File: src/rtl/hazard_pkg.sv
// Shared indices and field layout for the register-hazard tracking pipe.
// Match-vector bit positions are used by both the pipe and hazardUnit.
package hazard_pkg;

    localparam int HZ_RADDR_W = 4;

    localparam int MATCH_12D_E = 4;
    localparam int MATCH_1E_M  = 3;
    localparam int MATCH_2E_M  = 2;
    localparam int MATCH_1E_W  = 1;
    localparam int MATCH_2E_W  = 0;

    typedef struct packed {
        logic [HZ_RADDR_W-1:0] ra1;
        logic [HZ_RADDR_W-1:0] ra2;
        logic [HZ_RADDR_W-1:0] wa3;
        logic                  regWrite;
        logic                  memtoReg;
        logic                  pcSrc;
    } hz_ctrl_t;

endpackage

File: src/rtl/hz_stage_reg.sv
// Pipeline stage register: synchronous active-low reset plus a synchronous clear
// that loads an all-zero bubble.
module hz_stage_reg #(
    parameter int W = 8
) (
    input  logic         i_clk,
    input  logic         i_rst_n,
    input  logic         i_clr,
    input  logic [W-1:0] i_d,
    output logic [W-1:0] o_q
);

    logic [W-1:0] r_q;

    always_ff @(posedge i_clk) begin
        if (!i_rst_n || i_clr) begin
            r_q <= '0;
        end else begin
            r_q <= i_d;
        end
    end

    assign o_q = r_q;

endmodule

File: src/rtl/hazard_match_pipe.sv
// Carries register numbers and write controls from Decode through E/M/W and produces
// the comparisons and pending-write flags that hazardUnit uses for stall/forward/flush.
module hazard_match_pipe
    import hazard_pkg::*;
#(
    parameter int RADDR_W = HZ_RADDR_W
) (
    input  logic               clk,
    input  logic               reset,
    input  logic [RADDR_W-1:0] RA1D,
    input  logic [RADDR_W-1:0] RA2D,
    input  logic [RADDR_W-1:0] WA3D,
    input  logic               RegWriteD,
    input  logic               MemtoRegD,
    input  logic               PCSrcD,
    input  logic               CondExE,
    input  logic               flushE,
    output logic [4:0]         match,
    output logic               RegWriteM,
    output logic               RegWriteW,
    output logic               MemtoRegE,
    output logic               PCWrPendingF,
    output logic               PCSrcW
);

    localparam int E_W  = 3 * RADDR_W + 3;
    localparam int MW_W = RADDR_W + 2;

    logic [E_W-1:0]     w_e_d;
    logic [E_W-1:0]     w_e_q;
    logic [MW_W-1:0]    w_m_d;
    logic [MW_W-1:0]    w_m_q;
    logic [MW_W-1:0]    w_w_q;

    logic [RADDR_W-1:0] w_ra1e;
    logic [RADDR_W-1:0] w_ra2e;
    logic [RADDR_W-1:0] w_wa3e;
    logic               w_regwritee;
    logic               w_pcsrce;
    logic [RADDR_W-1:0] w_wa3m;
    logic               w_pcsrcm;
    logic [RADDR_W-1:0] w_wa3w;

    assign w_e_d = {RA1D, RA2D, WA3D, RegWriteD, MemtoRegD, PCSrcD};

    // flushE turns the incoming Decode instruction into a bubble.
    hz_stage_reg #(.W(E_W)) u_stage_e (
        .i_clk   (clk),
        .i_rst_n (reset),
        .i_clr   (flushE),
        .i_d     (w_e_d),
        .o_q     (w_e_q)
    );

    assign {w_ra1e, w_ra2e, w_wa3e, w_regwritee, MemtoRegE, w_pcsrce} = w_e_q;

    // A failed condition squashes the register and PC writes as they leave E.
    assign w_m_d = {w_wa3e, w_regwritee & CondExE, w_pcsrce & CondExE};

    hz_stage_reg #(.W(MW_W)) u_stage_m (
        .i_clk   (clk),
        .i_rst_n (reset),
        .i_clr   (1'b0),
        .i_d     (w_m_d),
        .o_q     (w_m_q)
    );

    assign {w_wa3m, RegWriteM, w_pcsrcm} = w_m_q;

    hz_stage_reg #(.W(MW_W)) u_stage_w (
        .i_clk   (clk),
        .i_rst_n (reset),
        .i_clr   (1'b0),
        .i_d     (w_m_q),
        .o_q     (w_w_q)
    );

    assign {w_wa3w, RegWriteW, PCSrcW} = w_w_q;

    // Raw equality only; hazardUnit qualifies each bit with the matching write enable.
    always_comb begin
        match              = '0;
        match[MATCH_12D_E] = (RA1D == w_wa3e) || (RA2D == w_wa3e);
        match[MATCH_1E_M]  = (w_ra1e == w_wa3m);
        match[MATCH_2E_M]  = (w_ra2e == w_wa3m);
        match[MATCH_1E_W]  = (w_ra1e == w_wa3w);
        match[MATCH_2E_W]  = (w_ra2e == w_wa3w);
    end

    // The E term is deliberately not condition-gated so a pending branch is never missed.
    assign PCWrPendingF = PCSrcD | w_pcsrce | w_pcsrcm;

endmodule
File: config.mk
export PLATFORM = sky130hd
export DESIGN_NAME = hazard_match_pipe
export DESIGN_NICKNAME = d
export VERILOG_FILES = /design/src/rtl/hazard_pkg.sv /design/src/rtl/hz_stage_reg.sv /design/src/rtl/hazard_match_pipe.sv
export SDC_FILE = /design/constraint.sdc
export NUM_CORES = 1
export LEC_CHECK = 0
export ABC_CLOCK_PERIOD_IN_PS = 1300
export CAP_MARGIN = 0
export CELL_PAD_IN_SITES_DETAIL_PLACEMENT = 0
export CELL_PAD_IN_SITES_GLOBAL_PLACEMENT = 1
export CORE_UTILIZATION = 35
export DETAILED_ROUTE_END_ITERATION = 6
export HOLD_SLACK_MARGIN = 0.1
export PLACE_DENSITY = 0.79
export SLEW_MARGIN = 10
export SYNTH_ARGS = -nofsm -noshare
export SYNTH_HDL_FRONTEND = slang
export SYNTH_SLANG_ARGS = --single-unit
File: constraint.sdc
create_clock -name clk -period 1.3 [get_ports clk]
set_clock_uncertainty 0.2 [all_clocks]
set_input_delay 0.26 -clock clk [delete_from_list [all_inputs] [get_ports clk]]
set_output_delay 0.26 -clock clk [all_outputs]
set_load 0.005 [all_outputs]
==> run summary <==
outcome -> finished with violations
failing checks -> negative setup slack
Iter 0 DRT Violations -> 3
layout cells sized above 1 -> 0.2295
mapped cell area -> 996.0 um2
Max Freq -> 561.8 MHz
worst path cell trace -> xor2_1 > o41ai_2 > buf_2
Cell variety after synth -> 13
worst skew pair latency -> 0.31 ns
Async SR Flop Fraction -> 0
Post-DRT Antenna Nets -> 0
top-count cell post-synth -> dfxtp_1
LEAKAGE -> 0.6650 nW
Starting Density -> 0.3845
Final Net Count -> 142
Final period util -> 1.369
first-pass GRT wire length -> 3.036 mm
vias per std cell -> 4.395
Std-Cell Rows -> 18
Synth Flop Type -> dfxtp_1
Req. time, crit path -> 0.84 ns
Worst path max stage delay -> 0.36 ns
Worst-path clk slew -> 0.13 ns
commonest cells in the synthesized netlist -> 27 x dfxtp_1, 24 x and2_1, 20 x xor2_1, 4 x nor4_1, 4 x xnor2_1
PnR worst setup slack -> -0.4800 ns
fin area -> 1328 um2
Slowest cell on crit path -> dfxtp_2
P per Cell Area -> 1050 nW/um2
Longest Clk Path Bufs -> 2
number of synthesized flops with an enable pin -> 0
final core utilization -> 0.5126
final hold vios -> 0
WP depth -> 3
gpl congestion -> 0.6809
sequential element share of the synthesized area -> 0.5427
IO Port Bufs -> 28
wire per inst -> 11.68 um
Clk Tree Root Cell -> clkbuf_4
Rel. slew slack -> 0.8377
crit start category -> flip-flop
CP endpoint kind -> primary output
largest net degree at the start of global routing -> 16
minimum clock period -> 1.780 ns
DRT Pass-1 Iters -> 4
endpoints failing setup -> 6
vias in the first global route -> 718
synth warn -> 0
# fillers -> 249
syn nets -> 107
path type of the worst setup path -> reg2out
GRT Resource Usage Total -> 0.1250
total wire length -> 1.775 mm
Post-route DRC -> 0
Tightest Pin Transition -> 0.2408 ns
HP Class -> in2reg
Boundary Pins -> 29
CP top delay family -> flip-flops
Max-Cap Viols -> 0
most area-consuming cells after synthesis -> dfxtp_1 54%, xor2_1 18%, and2_1 15%
synthesized flop and latch total -> 27
initial antenna violation count -> 0
CP arrival -> 1.32 ns
Max FO, Critical Path -> 3
Vias -> 668
grt ovf -> 0
die width -> 55.35 um
Mean Syn Cell Area -> 11.32 um2
Hold Path Depth -> 2
# H-tree levels -> 1
post-synth top area cell -> dfxtp_1
area of placed instances -> 1310 um2
Setup WS pre-CTS -> -0.9462 ns
Core Area -> 2590 um2
worst path bufs/invs -> 1
DP Wirelength -> 1.353 mm
Clock Sinks -> 27
Pins Over Slew Limit -> 0
DIE HEIGHT -> 55.35 um
CTS Buf Count -> 3
TritonCTS clock tree -> built
Mapped Cells -> 88
die footprint -> 3063 um2
VDD IR max -> 587.6 uV
RSZ-0062 raised after global routing -> yes
synth-to-layout area growth -> 33.29%
top cell type's share of synthesized area -> 0.5427
Worst R2R Path Depth -> 2
ant diodes -> 0
## layer usage
metal	vias to the layer above	routed length, um	track usage
met2	21	900	0.2238
li1	348	-	-
met1	299	780	0.1441
met4	0	0	0.04286
met3	0	94	0.03044
met5	-	0	0
## cells in the final DEF, fill, tap and decap left out, types with 2 or more instances in the layout
cell	count
buf_4	2
dfxtp_1	17
xor2_1	20
dfxtp_2	10
dlymetal6s2s_1	2
buf_2	10
xnor2_1	4
and3_1	2
nor4_1	4
clkdlybuf4s50_1	13
clkbuf_4	3
dlygate4sd2_1	3
and2_1	24
dlygate4sd3_1	2
## kinds of logic after synthesis
kind of cell	Yosys count	synth area share
and+or+nand+nor	34	0.2186
DFF	27	0.5427
xor gates and xnor gates	24	0.2111
buffers and inverters	2	0.01131
AOI/OAI and AO/OA	1	0.01634
## flip-flops by register name, indices dropped and copies added, names as in the netlist
name	cells
u_stage_e.o_q	15
u_stage_w.o_q	6
u_stage_m.o_q	6
## layout make-up
cell class,instances,area (um2),share of cell area
Clock buffer,4,26.28,0.01979
Tap cell,30,37.54,0.02828
Multi-Input combinational cell,59,444.2,0.3346
Sequential cell,27,553.0,0.4166
Timing Repair Buffer,32,266.5,0.2008
## what timing repair did
item,CTS,global route
pin swaps,8,2
hold buffers,0,2
endpoints found under the setup margin,10,7
hold endpoints to repair,0,2
gates resized for setup,50,5
buffers inserted,1,0
## report_power, final
group | internal (W) | switching, W | leakage, nW | total [W]
logic | 0.000113 | 0.0000649 | 0.425 | 0.000178
registers | 0.000855 | 0.0000193 | 0.225 | 0.000875
clock network | 0.000120 | 0.000221 | 0.0150 | 0.000341
## stage by stage
stage          setup TNS, ns  hold WS, ns  cells  total power, W
2_1_floorplan              0       0.1817     88       0.0009687
3_3_place_gp          -5.295       0.2413    145        0.001090
3_5_place_dp          -5.668       0.2552    145        0.001093
4_1_cts               -2.449       0.1055    150        0.001404
5_1_grt               -2.829       0.1082    152        0.001470
6_report              -2.382       0.1161    152        0.001394
## final timing paths
| path | from | slack (ns) | to |
|---|---|---|---|
| max | u_stage_e.o_q[4]$_SDFF_PP0_ | -0.48 | match[4] |
| min | RA1D[2] | 0.12 | u_stage_e.o_q[13]$_SDFF_PP0_ |
| max reg2reg | u_stage_e.o_q[5]$_SDFF_PP0_ | 0.41 | u_stage_m.o_q[4]$_SDFF_PN0_ |
| min reg2reg | u_stage_m.o_q[1]$_SDFF_PN0_ | 0.27 | u_stage_w.o_q[1]$_SDFF_PN0_ |
Note: power is estimated with default switching activity, not from simulation.
